$ cat src/rtl/seg_pkg.sv
`default_nettype none
// ============================================================================
//  Module      : seg_pkg
//  Description : Shared segment encodings, segment bit-order type and scan
//                timing helper for the seven-segment scan driver.
//  Revision    : 1.0 - initial release
// ============================================================================
package seg_pkg;

  // Segment bit order on every 7-bit segment bus: {g,f,e,d,c,b,a}
  typedef struct packed {
    logic g;
    logic f;
    logic e;
    logic d;
    logic c;
    logic b;
    logic a;
  } seg7_t;

  localparam int SEG_W = 7;

  // Active-high segment patterns, bit order {g,f,e,d,c,b,a}
  localparam logic [SEG_W-1:0] SEG_0     = 7'b0111111;
  localparam logic [SEG_W-1:0] SEG_1     = 7'b0000110;
  localparam logic [SEG_W-1:0] SEG_2     = 7'b1011011;
  localparam logic [SEG_W-1:0] SEG_3     = 7'b1001111;
  localparam logic [SEG_W-1:0] SEG_4     = 7'b1100110;
  localparam logic [SEG_W-1:0] SEG_5     = 7'b1101101;
  localparam logic [SEG_W-1:0] SEG_6     = 7'b1111101;
  localparam logic [SEG_W-1:0] SEG_7     = 7'b0000111;
  localparam logic [SEG_W-1:0] SEG_8     = 7'b1111111;
  localparam logic [SEG_W-1:0] SEG_9     = 7'b1101111;
  localparam logic [SEG_W-1:0] SEG_BLANK = 7'b0000000;

  // Number of clock cycles in one digit slot
  function automatic int slot_count(input int scan_log2);
    return 1 << scan_log2;
  endfunction

endpackage
`default_nettype wire

$ cat src/rtl/seg7_decode.sv
`default_nettype none
// ============================================================================
//  Module      : seg7_decode
//  Description : Combinational BCD to seven-segment decoder. Codes 10..15
//                decode to an unlit digit.
//  Revision    : 1.0 - initial release
// ============================================================================
module seg7_decode
  import seg_pkg::*;
(
  input  logic [3:0]       bcd,
  output logic [SEG_W-1:0] seg
);

  // BCD lookup; non-decimal codes fall through to blank
  always_comb begin
    seg = SEG_BLANK;
    case (bcd)
      4'd0:    seg = SEG_0;
      4'd1:    seg = SEG_1;
      4'd2:    seg = SEG_2;
      4'd3:    seg = SEG_3;
      4'd4:    seg = SEG_4;
      4'd5:    seg = SEG_5;
      4'd6:    seg = SEG_6;
      4'd7:    seg = SEG_7;
      4'd8:    seg = SEG_8;
      4'd9:    seg = SEG_9;
      default: seg = SEG_BLANK;
    endcase
  end

endmodule
`default_nettype wire

$ cat src/rtl/seg_scan_driver.sv
`default_nettype none
// ============================================================================
//  Module      : seg_scan_driver
//  Description : Time-multiplexed seven-segment scan driver. One digit per
//                slot of 2^SCAN_LOG2 cycles, slot 0 is a dark dead cycle,
//                PWM brightness gating, per-digit blink, frame-start input
//                shadowing and fully registered outputs.
//                Optional build macro SEG_LEAD_ZERO_BLANK_EN enables
//                leading-zero suppression evaluated at shadow load.
//  Revision    : 1.0 - initial release
// ============================================================================
module seg_scan_driver
  import seg_pkg::*;
#(
  parameter int NUM_DIGITS   = 6,   // 2..8
  parameter int SCAN_LOG2    = 4,
  parameter int PWM_BITS     = 3,   // must not exceed SCAN_LOG2-1
  parameter int BLINK_FRAMES = 64   // >= 1
) (
  input  logic                    clk,
  input  logic                    rst,
  input  logic [4*NUM_DIGITS-1:0] digit_bcd,
  input  logic [NUM_DIGITS-1:0]   blink_mask,
  input  logic [PWM_BITS-1:0]     brightness,
  input  logic                    colon_in,
  output logic [SEG_W-1:0]        seg_out,
  output logic [NUM_DIGITS-1:0]   dig_sel,
  output logic                    colon_out,
  output logic                    frame_done
);

  localparam int IDX_W = $clog2(NUM_DIGITS);
  localparam int BC_W  = (BLINK_FRAMES > 1) ? $clog2(BLINK_FRAMES) : 1;

  localparam logic [SCAN_LOG2-1:0] SLOT_LAST  = SCAN_LOG2'(slot_count(SCAN_LOG2) - 1);
  localparam logic [IDX_W-1:0]     IDX_LAST   = IDX_W'(NUM_DIGITS - 1);
  localparam logic [BC_W-1:0]      BLINK_LAST = BC_W'(BLINK_FRAMES - 1);

  // Scan and blink counters
  logic [SCAN_LOG2-1:0] slot_cnt_q, slot_cnt_d;
  logic [IDX_W-1:0]     dig_idx_q, dig_idx_d;
  logic [BC_W-1:0]      blink_cnt_q, blink_cnt_d;
  logic                 blink_phase_q, blink_phase_d;

  // Frame-start shadows of the inputs
  logic [4*NUM_DIGITS-1:0] sh_bcd_q, sh_bcd_d;
  logic [NUM_DIGITS-1:0]   sh_blink_q, sh_blink_d;
  logic [PWM_BITS-1:0]     sh_bright_q, sh_bright_d;
  logic                    sh_colon_q, sh_colon_d;

  // Registered outputs
  logic [SEG_W-1:0]      seg_out_q, seg_out_d;
  logic [NUM_DIGITS-1:0] dig_sel_q, dig_sel_d;
  logic                  colon_out_q, colon_out_d;
  logic                  frame_done_q, frame_done_d;

  // Combinational helpers
  logic       w_slot_wrap;
  logic       w_frame_wrap;
  logic       w_frame_start;
  logic       w_lit;
  logic       w_blank;
  logic [3:0] w_cur_bcd;
  seg7_t      w_dec_seg;

  assign w_slot_wrap   = (slot_cnt_q == SLOT_LAST);
  assign w_frame_wrap  = w_slot_wrap && (dig_idx_q == IDX_LAST);
  assign w_frame_start = (slot_cnt_q == '0) && (dig_idx_q == '0);

  // PWM gate: the top PWM_BITS of the slot counter form a ramp compared to
  // the duty level; slot 0 stays dark so the previous digit cannot ghost.
  assign w_lit = (slot_cnt_q != '0) &&
                 (slot_cnt_q[SCAN_LOG2-1 -: PWM_BITS] <= sh_bright_q);

  assign w_cur_bcd = sh_bcd_q[{dig_idx_q, 2'b00} +: 4];

  seg7_decode u_seg7_decode (
    .bcd (w_cur_bcd),
    .seg (w_dec_seg)
  );

`ifdef SEG_LEAD_ZERO_BLANK_EN
  logic [NUM_DIGITS-1:0] sh_lzb_q, sh_lzb_d;
  logic [NUM_DIGITS-1:0] w_lzb_mask;
  logic                  w_lz_seen;

  // Walk from the most significant digit down; zeros are blanked until the
  // first nonzero digit. Digit 0 always shows so a value of zero reads "0".
  always_comb begin
    w_lzb_mask = '0;
    w_lz_seen  = 1'b0;
    for (int i = NUM_DIGITS - 1; i >= 1; i--) begin
      if (digit_bcd[4*i +: 4] != 4'd0) begin
        w_lz_seen = 1'b1;
      end
      w_lzb_mask[i] = ~w_lz_seen;
    end
  end

  // Leading-zero mask is shadowed alongside the digits it describes
  always_ff @(posedge clk) begin
    if (rst) begin
      sh_lzb_q <= '0;
    end else begin
      sh_lzb_q <= sh_lzb_d;
    end
  end

  // Reload the mask only at frame start
  always_comb begin
    sh_lzb_d = sh_lzb_q;
    if (w_frame_start) begin
      sh_lzb_d = w_lzb_mask;
    end
  end

  assign w_blank = (blink_phase_q && sh_blink_q[dig_idx_q]) || sh_lzb_q[dig_idx_q];
`else
  assign w_blank = blink_phase_q && sh_blink_q[dig_idx_q];
`endif

  // Next-state logic for counters, shadows and registered outputs
  always_comb begin
    slot_cnt_d    = slot_cnt_q + SCAN_LOG2'(1);
    dig_idx_d     = dig_idx_q;
    blink_cnt_d   = blink_cnt_q;
    blink_phase_d = blink_phase_q;
    sh_bcd_d      = sh_bcd_q;
    sh_blink_d    = sh_blink_q;
    sh_bright_d   = sh_bright_q;
    sh_colon_d    = sh_colon_q;

    if (w_slot_wrap) begin
      slot_cnt_d = '0;
      dig_idx_d  = (dig_idx_q == IDX_LAST) ? '0 : dig_idx_q + IDX_W'(1);
    end

    // Blink phase flips on the frame wrap so the whole next frame sees it
    if (w_frame_wrap) begin
      if (blink_cnt_q == BLINK_LAST) begin
        blink_cnt_d   = '0;
        blink_phase_d = ~blink_phase_q;
      end else begin
        blink_cnt_d = blink_cnt_q + BC_W'(1);
      end
    end

    // Capture a coherent snapshot so a frame never shows torn data
    if (w_frame_start) begin
      sh_bcd_d    = digit_bcd;
      sh_blink_d  = blink_mask;
      sh_bright_d = brightness;
      sh_colon_d  = colon_in;
    end

    seg_out_d    = (w_lit && !w_blank) ? w_dec_seg : SEG_BLANK;
    dig_sel_d    = w_lit ? (NUM_DIGITS'(1) << dig_idx_q) : '0;
    colon_out_d  = w_lit && sh_colon_q;
    frame_done_d = w_frame_wrap;
  end

  // State and output registers with synchronous reset
  always_ff @(posedge clk) begin
    if (rst) begin
      slot_cnt_q    <= '0;
      dig_idx_q     <= '0;
      blink_cnt_q   <= '0;
      blink_phase_q <= 1'b0;
      sh_bcd_q      <= '0;
      sh_blink_q    <= '0;
      sh_bright_q   <= '0;
      sh_colon_q    <= 1'b0;
      seg_out_q     <= '0;
      dig_sel_q     <= '0;
      colon_out_q   <= 1'b0;
      frame_done_q  <= 1'b0;
    end else begin
      slot_cnt_q    <= slot_cnt_d;
      dig_idx_q     <= dig_idx_d;
      blink_cnt_q   <= blink_cnt_d;
      blink_phase_q <= blink_phase_d;
      sh_bcd_q      <= sh_bcd_d;
      sh_blink_q    <= sh_blink_d;
      sh_bright_q   <= sh_bright_d;
      sh_colon_q    <= sh_colon_d;
      seg_out_q     <= seg_out_d;
      dig_sel_q     <= dig_sel_d;
      colon_out_q   <= colon_out_d;
      frame_done_q  <= frame_done_d;
    end
  end

  assign seg_out    = seg_out_q;
  assign dig_sel    = dig_sel_q;
  assign colon_out  = colon_out_q;
  assign frame_done = frame_done_q;

endmodule
`default_nettype wire

$ cat config.mk
export PLATFORM = sky130hd
export DESIGN_NAME = seg_scan_driver
export DESIGN_NICKNAME = d
export VERILOG_FILES = /design/src/rtl/seg_pkg.sv /design/src/rtl/seg7_decode.sv /design/src/rtl/seg_scan_driver.sv
export SDC_FILE = /design/constraint.sdc
export NUM_CORES = 1
export LEC_CHECK = 0
export ABC_AREA = 0
export CORE_ASPECT_RATIO = 1.1
export CORE_MARGIN = 2
export CORE_UTILIZATION = 30
export CTS_CLUSTER_SIZE = 30
export DETAILED_ROUTE_END_ITERATION = 8
export SLEW_MARGIN = 10
export SYNTH_ARGS = -nofsm -noshare
export SYNTH_HDL_FRONTEND = slang
export SYNTH_SLANG_ARGS = --single-unit
$ cat constraint.sdc
create_clock -name clk -period 2.35 [get_ports clk]
set_input_delay 0.5875 -clock clk [delete_from_list [all_inputs] [get_ports clk]]
set_output_delay 0.5875 -clock clk [all_outputs]
set_load 0.05 [all_outputs]
# After elaboration in Yosys (flattened, before gate mapping)
# Memories as Yosys holds them, arrays and structs flattened. A register that Yosys moved wholly into a read port is not among the register bits.
# Index checks and enable logic that the tools add are counted.
# totals
ff_bits	56
latchBits	0
ram_bits	0
rom_bits	112
input_bits	36
output_inout_bits	15
wordCells	43
mem_count	1
# mem_list
name	words	width	rd	rd_ports_with_merged_regs	write_ports	line_no	text
(no name shown)	16	7	1	1	0	seg7_decode.sv:18	case (bcd)
# classes
add_sub_neg	3
mul	0
n_div	0
order_cmp	2
eq_ne	3
shifts	2
muxes	4
bitwise_logic	3
reduce_logical	14
# ops
op	n
variable part select 24 x 6 -> 4 bit	1
adder 6 x 1 -> 6 bit, second input constant	1
equality test 6 bit, second input constant	1
logical AND 1 bit	6
2-to-1 mux 6 bit	1
OR reduction 2 bit	3
<< shifter 1 x 3 -> 6 bit, first input constant	1
adder 4 x 1 -> 4 bit, second input constant	1
equality test 4 bit, second input constant	1
logical NOT 4 bit	1
< comparator 3 x 4 -> 1 bit, second input constant	1
nonzero test 4 bit	1
adder 3 x 1 -> 3 bit, second input constant	1
binary-select mux 1 bit (select 3 bit)	1
equality test 3 bit, second input constant	1
<= comparator 3 bit	1
logical NOT 3 bit	1
2-to-1 mux 3 bit	1
inverter 1 bit	3
AND reduction 2 bit	1
logical NOT 1 bit	1
2-to-1 mux 1 bit	1

# Longest topological paths before layout
# Gate-level depths: netlist of the first run.
# depth
word_depth	7
mapped_depth	10
depth_no_buf	8

# Hierarchy
# From an unflattened synthesis of the first run, not the netlist that was laid out.
# unflattened
cells_unflattened	339
area_unflattened_um2	2822.7
# by_module_without_submodules
mod	instances	cells_each	area_per_inst_um2
seg_scan_driver	1	306	2592.5
seg7_decode	1	33	230.2

# Worst setup path before layout of the first run
# OpenSTA, ideal clock, no wires.
# synth_path
path_kind	reg2reg
startpoint	register dig_idx_q[1]
endpoint	register seg_out_q[0] (netlist: seg_out[0])
setup_time_ns	0.095
arrival_ns	1.947
path_slack_ns	0.308
stages_incl_launch_ff	11
path_buffers	2
synth_period_minus_slack_ns	2.042
cell_sequence	dfxtp_1 > buf_8 > buf_6 > mux2i_1 > o22ai_1 > nor2_1 > inv_1 > ha_1 > nor3_1 > nor2_1 > a221oi_1
# synth_via
elab_chain_cells	7
word_cells_on_any_way	8
classes_between	shift: 1; mux: 2; bitwise: 1; reduce/logical: 4
# synth_rtl
element	line_no	text
start, declared	seg_scan_driver.sv:41	logic [IDX_W-1:0] dig_idx_q, dig_idx_d;
start signal, assigned	seg_scan_driver.sv:179	dig_idx_q <= dig_idx_d;
binary-select mux 1 bit (select 3 bit)	seg_scan_driver.sv:119	assign w_blank = blink_phase_q && sh_blink_q[dig_idx_q];
2-to-1 mux 1 bit (implied by the code)	seg_scan_driver.sv:119	
logical AND 1 bit	seg_scan_driver.sv:119	
logical NOT 1 bit	seg_scan_driver.sv:156	seg_out_d = (w_lit && !w_blank) ? w_dec_seg : SEG_BLANK;
logical AND 1 bit	seg_scan_driver.sv:156	
inverter 1 bit (no source line)	--	
OR reduction 2 bit (no source line)	--	
end, declared	seg_scan_driver.sv:52	logic [SEG_W-1:0] seg_out_q, seg_out_d;
# Parallel ways exist; a longest one is shown, timed or not. The select of a mux whose other input is x is not followed.
# A chain may end at the register's enable or synchronous reset.

# Worst setup path in the final report of the first run
# Ends and elaborated chain as after synthesis.

==> results of run 1 <==
==> flip-flops by register name, summed over array words and instances, names as in the netlist <==
name	count
dig_idx_q	3
sh_bright_q	3
blink_cnt_q	6
sh_colon_q	1
slot_cnt_q	4
seg_out	7
sh_bcd_q	24
dig_sel	6
sh_blink_q	6
frame_done	1
colon_out	1
blink_phase_q	1
==> worst max-delay path by stage <==
stage	cells past startpoint	start	slack, ns	to
2_1_floorplan	10	dig_idx_q[1]$_SDFFE_PP0N_	0.31	seg_out[0]$_SDFF_PP0_
3_3_place_gp	7	dig_idx_q[1]$_SDFFE_PP0N_	0.30	seg_out[6]$_SDFF_PP0_
3_5_place_dp	7	dig_idx_q[1]$_SDFFE_PP0N_	0.19	seg_out[6]$_SDFF_PP0_
4_1_cts	7	dig_idx_q[1]$_SDFFE_PP0N_	0.16	seg_out[6]$_SDFF_PP0_
5_1_grt	8	dig_idx_q[1]$_SDFFE_PP0N_	0.04	seg_out[0]$_SDFF_PP0_
6_report	8	dig_idx_q[1]$_SDFFE_PP0N_	0.27	seg_out[0]$_SDFF_PP0_
==> through the flow <==
| step | hold WS, ns | power [mW] | std cells | setup slack, ns |
|---|---|---|---|---|
| floorplan | 0.4296 | 1.519 | 324 | 0.3079 |
| finish | 0.4531 | 2.793 | 495 | 0.2699 |
| global placement | 0.4367 | 1.680 | 479 | 0.3001 |
| global route | 0.4814 | 2.941 | 495 | 0.03849 |
| detailed placement | 0.4456 | 1.691 | 479 | 0.1880 |
| CTS | 0.4559 | 2.827 | 495 | 0.1572 |
==> cells in the final DEF (no fill, tap or decap), types with 2 or more instances in the layout <==
cell / netlist / layout
inv_1: 10 / 10
a211oi_1: 2 / 2
clkinv_2: 0 / 2
and2_1: 3 / 3
xnor2_1: 5 / 5
a21oi_1: 42 / 42
or2_0: 2 / 2
nand3_2: 2 / 2
mux2i_1: 18 / 18
nand3_1: 3 / 3
nor3_1: 9 / 9
dfxtp_1: 63 / 63
o22ai_1: 6 / 6
bufinv_16: 0 / 3
nand2_1: 76 / 76
clkbuf_8: 1 / 9
or3_1: 2 / 2
o211ai_1: 2 / 2
nor2_1: 21 / 20
ha_1: 12 / 12
buf_4: 3 / 8
clkdlybuf4s50_1: 0 / 50
o21ai_0: 4 / 4
nor3b_1: 4 / 4
nand4_1: 2 / 2
a21o_1: 2 / 2
==> per-layer routing <==
layer	global-route usage [%]	part of all wire [%]	up-vias
met1	17.62	48	979
met5	0	0	-
li1	-	-	1198
met4	8.163	2.1	0
met3	3.677	4.8	8
met2	20.58	45	61
==> cell usage after synthesis (3+ instances only) <==
cell / count
mux2i_1: 18
a21oi_1: 42
and2_1: 3
clkbuf_1: 7
ha_1: 12
nand2_1: 76
nor3b_1: 4
nor2_1: 21
o21ai_0: 4
o22ai_1: 6
xnor2_1: 5
buf_4: 3
dfxtp_1: 63
nand3_1: 3
nor3_1: 9
inv_1: 10
==> power by group through the flow <==
stage | Combinational, mW | Sequential [mW] | Clock [mW]
global placement | 0.466 | 1.21 | 0
CTS | 0.478 | 1.19 | 1.16
finish | 0.471 | 1.19 | 1.13
detailed placement | 0.476 | 1.21 | 0
global route | 0.528 | 1.20 | 1.21
floorplan | 0.243 | 1.28 | 0
==> kinds of logic after synthesis <==
| group | Yosys count | share of synthesized area, % |
|---|---|---|
| compound gates | 64 | 13.17 |
| simple gates | 133 | 21.89 |
| fa+ha+maj | 12 | 5.393 |
| mux | 19 | 6.876 |
| buf+inv | 27 | 5.483 |
| flops | 63 | 45.30 |
| xor+xnor | 6 | 1.888 |
==> worst max-delay path: stages, from the launching register on <==
cell and delay (ns):
dfxtp_1 0.61, nand2b_1 0.30, nor2_1 0.08, nor2_1 0.15, inv_1 0.08, ha_1 0.20
nor3_1 0.24, nor2_1 0.07, a221oi_1 0.25
==> area by class of cell <==
class / instances / area, sq um / share of cell area (%)
clock buffer: 10 / 127.6 / 3.534
multi-input combinational: 234 / 1373 / 38.01
inverter: 10 / 37.54 / 1.040
sequential: 63 / 1261 / 34.93
tap: 114 / 142.6 / 3.950
clock inverter: 6 / 108.9 / 3.015
timing repair buffer: 58 / 560.5 / 15.52
==> flow_summary.toml, run 1 <==
[clock_tree]
cts_tree = "built"
h-tree-depth = 3
clkSinkCount = 63
ctsHoldBuffers = 0
cts_setup_buffers = 0
ctsResizeCount = 0
insertion_delay_ns = 0.35
cts_buffers = 9
max-clock-path-buffers = 2
root_buffer = "clkbuf_8"
path_clk_slew_ns = 0.07

[synth]
async_flop_share_pct = 0
syn_nets = 372
ys_warn_count = 0
ys_seq_area_share_pct = 45.30
syn_area_sq_um = 2784
synth_area_leaders = "dfxtp_1, nand2_1, a21oi_1, mux2i_1, ha_1"
syn_avg_cell_area_sq_um = 8.592
yosysUniqueCellTypes = 45
ys_ff_latch = 63
synth-edff-count = 0
yosysTopAreaCellShare_pct = 45.30
synth_ff_type = "dfxtp_1"
synth_top_area_cell = "dfxtp_1"
synth_cells = 324

[power_and_ir_drop]
intPower_mw = 2.045
comb_power_share_pct = 16.9
netSwitchingFraction_pct = 26.80
power_switching_mw = 0.7487
seq_power_share_pct = 42.6
p_per_area_nw_per_um2 = 773.5
p_leak_nw = 1.352
peakVddDrop_uv = 235.5
p_clk_share_pct = 40.6

[floorplan]
ios = 51
start_util_pct = 31.06
fp.dieW_um = 95.85
core_area_sq_um = 8964
die_height_um = 105.0
design.die.area_sq_um = 10070
rows = 36

[critical_path]
crit_arrival_ns = 2.33
ff2ff_setup_slack_ns = 0.27
r2r_end = "seg_out[0]$_SDFF_PP0_"
reg2regPathDepth = 8
cp_max_fo = 10
r2r-start = "dig_idx_q[1]$_SDFFE_PP0N_"
crit_required_ns = 2.60
cp-start-kind = "flip-flop"
worstSetupPathType = "flip-flop to flip-flop"
end_kind = "flip-flop"

[placed_design]
placed_cell_area_sq_um = 3372
gp_congestion = 0.8135
dp_hpwl_mm = 4.456
io_buffers = 50

[grt]
grt_overflow = 0
grt_pass1_vias = 2305
grt_max_degree = 50
grt_pass1_wl_mm = 10.66
grtUsageTotal_pct = 13.81
grt_antenna_before_repair = 0

[layout]
fin_nets = 424
layout-drive-gt1-share_pct = 9.186
n_antenna_cell = 0
area_growth_pct = 29.71
nFillCells = 916
stdcell_area_sq_um = 3611
postLayoutCoreUtil_pct = 40.28

[sta]
fmax_mhz = 480.7
slew_headroom_pct = 62.87
setup-tns-final_ns = 0
finalHoldViolCount = 0
worstMarginPinSlew_ns = 0.5511
timing.final.crit_share_pct = 88.51
fin_skew_ns = 0.007776
setup_viol = 0
rsz0062_at_grt = "no"
final-max-slew-violation-count = 0
min_period_ns = 2.080

[drt]
dr.pass1.iters = 7
ant_nets = 0
via_count = 2246
wl_mm = 6.159
wl_per_cell_um = 12.44
drcViolationCount = 0
vias_per_cell = 4.537
drtIter0Drc = 79

[min_path]
hold_class = "flip-flop to flip-flop"
worstHoldStart = "sh_colon_q$_SDFFE_PP0P_"
worst_hold_path.endpoint = "sh_colon_q$_SDFFE_PP0P_"
hold_depth = 2

[outcome]
outcome = "finished, final reports clean"

[flow_run]
cap_violations = 0
No activity file was read; power rests on OpenSTA's default activity.
==> run 2: changes to the inputs <==
clock period = 2.2 ns   (was 2.35 ns; I/O delays follow)
==> flow_summary.toml, run 2 (synthesis results as in run 1) <==
[drt]
wl_per_cell_um = 11.74
via_count = 2305
ant_nets = 0
dr.pass1.iters = 4
drcViolationCount = 0
vias_per_cell = 4.629
drtIter0Drc = 85
wl_mm = 5.846

[critical_path]
reg2regPathDepth = 8
crit_required_ns = 1.65
critPathCapture = "dig_sel[4]"
slowest_delay_ns = 0.80
worstSetupPathType = "flip-flop to output port"
crit_chain = "clkdlybuf4s50_1"
cpLargestDelayFamily = "buffers and inverters"
crit_arrival_ns = 1.46
cp_num_cells = 1
cp-start-kind = "flip-flop"
r2r-start = "dig_idx_q[2]$_SDFFE_PP0N_"
cp_max_fo = 1
ff2ff_setup_slack_ns = 0.30
r2r_end = "seg_out[0]$_SDFF_PP0_"
path_buf_inv = 1
end_kind = "output port"
cpMaxStageDelayCell = "clkdlybuf4s50_1"
startpoint = "dig_sel[4]$_SDFF_PP0_"

[layout]
top_register = "sh_bcd_q"
nFillCells = 903
layout.cells.non_filler = 498
final_cell_mix = "nand2_1, dfxtp_1, clkdlybuf4s50_1"
ff_latch_area_sq_um = 1262
n_antenna_cell = 0
layout-drive-gt1-share_pct = 10.16
stdcell_area_sq_um = 3603
fin_nets = 427
multiInputGateArea_sq_um = 1370
largest_register_ffs = 24
area_growth_pct = 29.44
final_common_cell = "nand2_1"

[floorplan]
die_height_um = 105.0
start_util_pct = 31.06
rows = 36
design.die.area_sq_um = 10070
ios = 51
core_area_sq_um = 8964
fp.dieW_um = 95.85

[outcome]
outcome = "finished, final reports clean"

[sta]
slew_headroom_pct = 61.00
setup-tns-final_ns = 0
rsz0062_at_grt = "no"
finalHoldViolCount = 0
worstMarginPinSlew_ns = 0.5788
fin_skew_ns = 0.008514
fmax_mhz = 498.2
final-max-slew-violation-count = 0
min_period_ns = 2.007
setup_viol = 0
timing.final.crit_share_pct = 91.24

[clock_tree]
root_buffer = "clkbuf_8"
max-clock-path-buffers = 2
ctsResizeCount = 0
path_clk_slew_ns = 0.07
cts_setup_buffers = 0
h-tree-depth = 3
clkSinkCount = 63
cts_buffers = 9
insertion_delay_ns = 0.34
cts_tree = "built"
ctsHoldBuffers = 0

[power_and_ir_drop]
power_switching_mw = 0.7756
p_per_area_nw_per_um2 = 775.1
comb_power_share_pct = 17.9
p_leak_nw = 1.353
peakVddDrop_uv = 329.5
intPower_mw = 2.017
netSwitchingFraction_pct = 27.77
seq_power_share_pct = 45.4
p_total_mw = 2.793
p_clk_share_pct = 36.7

[min_path]
worstHoldStart = "sh_bcd_q[17]$_SDFFE_PP0P_"
hold_class = "flip-flop to flip-flop"

[grt]
grt_max_degree = 50
grtUsageTotal_pct = 12.90
grt_pass1_wl_mm = 10.21
grt_pass1_vias = 2277
grt_antenna_before_repair = 0
grt_overflow = 0

[placed_design]
placed_cell_area_sq_um = 3395
gp_congestion = 0.8092
place_inst = 482
dp_hpwl_mm = 4.251
io_buffers = 50

[flow_run]
cap_violations = 0
run 2: layer usage:
layer | wire length (um) | GRT usage [%] | up-vias
met3 | 367 | 3.317 | 9
li1 | - | - | 1208
met4 | 112 | 4.898 | 0
met5 | 0 | 0 | -
met1 | 2711 | 16.40 | 1033
met2 | 2655 | 20.68 | 55
run 2: how the worst min path moves through the flow:
stage | end | slack [ns] | depth (start not counted)
2_1_floorplan | colon_out$_SDFF_PP0_ | 0.43 | 1
3_3_place_gp | sh_colon_q$_SDFFE_PP0P_ | 0.44 | 2
3_5_place_dp | sh_bcd_q[17]$_SDFFE_PP0P_ | 0.45 | 2
4_1_cts | sh_bcd_q[17]$_SDFFE_PP0P_ | 0.46 | 2
5_1_grt | sh_bcd_q[8]$_SDFFE_PP0P_ | 0.48 | 2
6_report | sh_bcd_q[17]$_SDFFE_PP0P_ | 0.45 | 2
run 2: power groups by stage:
stage | registers [mW] | logic [mW] | clock network (mW)
global route | 1.28 | 0.565 | 1.12
floorplan | 1.36 | 0.260 | 0
global placement | 1.30 | 0.500 | 0
finish | 1.27 | 0.501 | 1.02
detailed placement | 1.29 | 0.509 | 0
CTS | 1.27 | 0.511 | 1.06
run 2: per-stage QoR:
step,utilization [%],hold WS [ns],setup slack [ns]
6_report,40.20,0.4544,0.1928
3_3_place_gp,37.87,0.4382,0.2778
3_5_place_dp,37.87,0.4485,0.1706
2_1_floorplan,-,0.4296,0.1579
4_1_cts,40.19,0.4587,0.1514
5_1_grt,40.20,0.4763,0.04198
run 2: cell type report:
class / instances / area share [%]
Sequential cell: 63 / 35.03
Multi-Input combinational cell: 234 / 38.02
Inverter: 10 / 1.042
Clock buffer: 11 / 4.201
Timing Repair Buffer: 61 / 16.18
Tap cell: 114 / 3.958
Clock inverter: 5 / 1.562
==> run 3: changes to the inputs <==
CORE_UTILIZATION = 40   (was 30)
HOLD_SLACK_MARGIN = 0.08   (was unset)
==> flow_summary.toml, run 3 (synthesis results as in run 1) <==
[sta]
timing.final.crit_share_pct = 90.79
fin_skew_ns = 0.007353
fmax_mhz = 500.6
min_period_ns = 1.997
slew_headroom_pct = 66.85
rsz0062_at_grt = "no"
worstMarginPinSlew_ns = 0.4956
setup_viol = 0
final-max-slew-violation-count = 0
whs_ns = 0.4499
finalHoldViolCount = 0
setup-tns-final_ns = 0

[drt]
vias_per_cell = 4.959
ant_nets = 0
wl_mm = 5.798
drcViolationCount = 0
drtIter0Drc = 72
dr.pass1.iters = 4
via_count = 2306
wl_per_cell_um = 12.47

[placed_design]
io_buffers = 50
gp_congestion = 0.8471
dp_hpwl_mm = 4.217

[critical_path]
crit_required_ns = 1.65
cpMaxStageDelayCell = "clkdlybuf4s50_1"
ff2ff_setup_slack_ns = 0.30
reg2regPathDepth = 8
crit_chain = "clkdlybuf4s50_1"
end_kind = "output port"
slowest_delay_ns = 0.79
r2r_end = "seg_out[0]$_SDFF_PP0_"
cpLargestDelayFamily = "buffers and inverters"
worstSetupPathType = "flip-flop to output port"
r2r-start = "dig_idx_q[2]$_SDFFE_PP0N_"
path_buf_inv = 1
cp_max_fo = 1
cp-start-kind = "flip-flop"
crit_arrival_ns = 1.45

[power_and_ir_drop]
p_total_mw = 2.890
peakVddDrop_uv = 432.0
p_leak_nw = 1.362
p_per_area_nw_per_um2 = 806.4

[clock_tree]
h-tree-depth = 3
cts_tree = "built"
max-clock-path-buffers = 2
path_clk_slew_ns = 0.07
cts_buffers = 9
root_buffer = "clkbuf_8"
clkSinkCount = 63
insertion_delay_ns = 0.34

[floorplan]
rows = 31
core_area_sq_um = 6671
design.die.area_sq_um = 7644
start_util_pct = 41.73
fp.dieW_um = 83.55
ios = 51
die_height_um = 91.50

[layout]
n_antenna_cell = 0
largest_register_ffs = 24
fin_nets = 426
layout-drive-gt1-share_pct = 10.18
area_growth_pct = 28.72
final_common_cell = "nand2_1"
top_register = "sh_bcd_q"
postLayoutCoreUtil_pct = 53.71
final_cell_mix = "nand2_1, dfxtp_1, clkdlybuf4s50_1"

[grt]
grt_pass1_vias = 2130
grt_antenna_before_repair = 0
grt_max_degree = 50
grtUsageTotal_pct = 15.97
grt_pass1_wl_mm = 9.749
grt_overflow = 0

[flow_run]
cap_violations = 0

[outcome]
outcome = "finished, final reports clean"

[min_path]
worst_hold_path.endpoint = "sh_colon_q$_SDFFE_PP0P_"
worstHoldStart = "sh_colon_q$_SDFFE_PP0P_"
hold_class = "flip-flop to flip-flop"
hold_depth = 2
[run 3: routing by layer]
| metal | up-vias | track usage, % | wire, um |
|---|---|---|---|
| met5 | - | 0 | 0 |
| li1 | 1212 | - | - |
| met3 | 8 | 3.545 | 243 |
| met1 | 1032 | 21.47 | 2973 |
| met4 | 0 | 8.468 | 112 |
| met2 | 54 | 23.86 | 2469 |
[run 3: through the flow]
step	std cells	setup slack, ns	area [sq um]
floorplan	324	0.1579	2784
global placement	449	0.2791	3359
detailed placement	449	0.1841	3359
CTS	465	0.1782	3581
global route	465	0.04810	3583
finish	465	0.2025	3583
[run 3: where the power goes]
group	internal (mW)	total (mW)	switching (mW)
clock network	0.664	1.11	0.450
registers	1.23	1.27	0.0432
logic	0.213	0.506	0.293
[run 3: worst max-delay path by stage]
stage	start	endpoint	slack (ns)	depth (start not counted)
floorplan	dig_idx_q[1]$_SDFFE_PP0N_	seg_out[0]$_SDFF_PP0_	0.16	10
detailed placement	dig_idx_q[1]$_SDFFE_PP0N_	seg_out[0]$_SDFF_PP0_	0.18	8
global placement	dig_idx_q[1]$_SDFFE_PP0N_	seg_out[0]$_SDFF_PP0_	0.28	8
CTS	dig_idx_q[1]$_SDFFE_PP0N_	seg_out[0]$_SDFF_PP0_	0.18	6
finish	dig_sel[4]$_SDFF_PP0_	dig_sel[4]	0.20	1
global route	dig_idx_q[2]$_SDFFE_PP0N_	seg_out[0]$_SDFF_PP0_	0.05	8
[run 3: repair_timing]
| action | 4_1_cts | 5_1_grt |
|---|---|---|
| gates resized for setup | 0 | 2 |
| hold buffers | 0 | 0 |
| buffers inserted | 0 | 0 |
| endpoints found under the setup margin | 0 | 1 |
[run 3: final cells by class]
cell class,count,area [sq um]
Clock buffer,10,137.6
Clock inverter,6,83.83
Fill cell,666,3088
Inverter,10,37.54
Multi-Input combinational cell,234,1370
Sequential cell,63,1264
Tap cell,82,102.6
Timing Repair Buffer,60,588.1
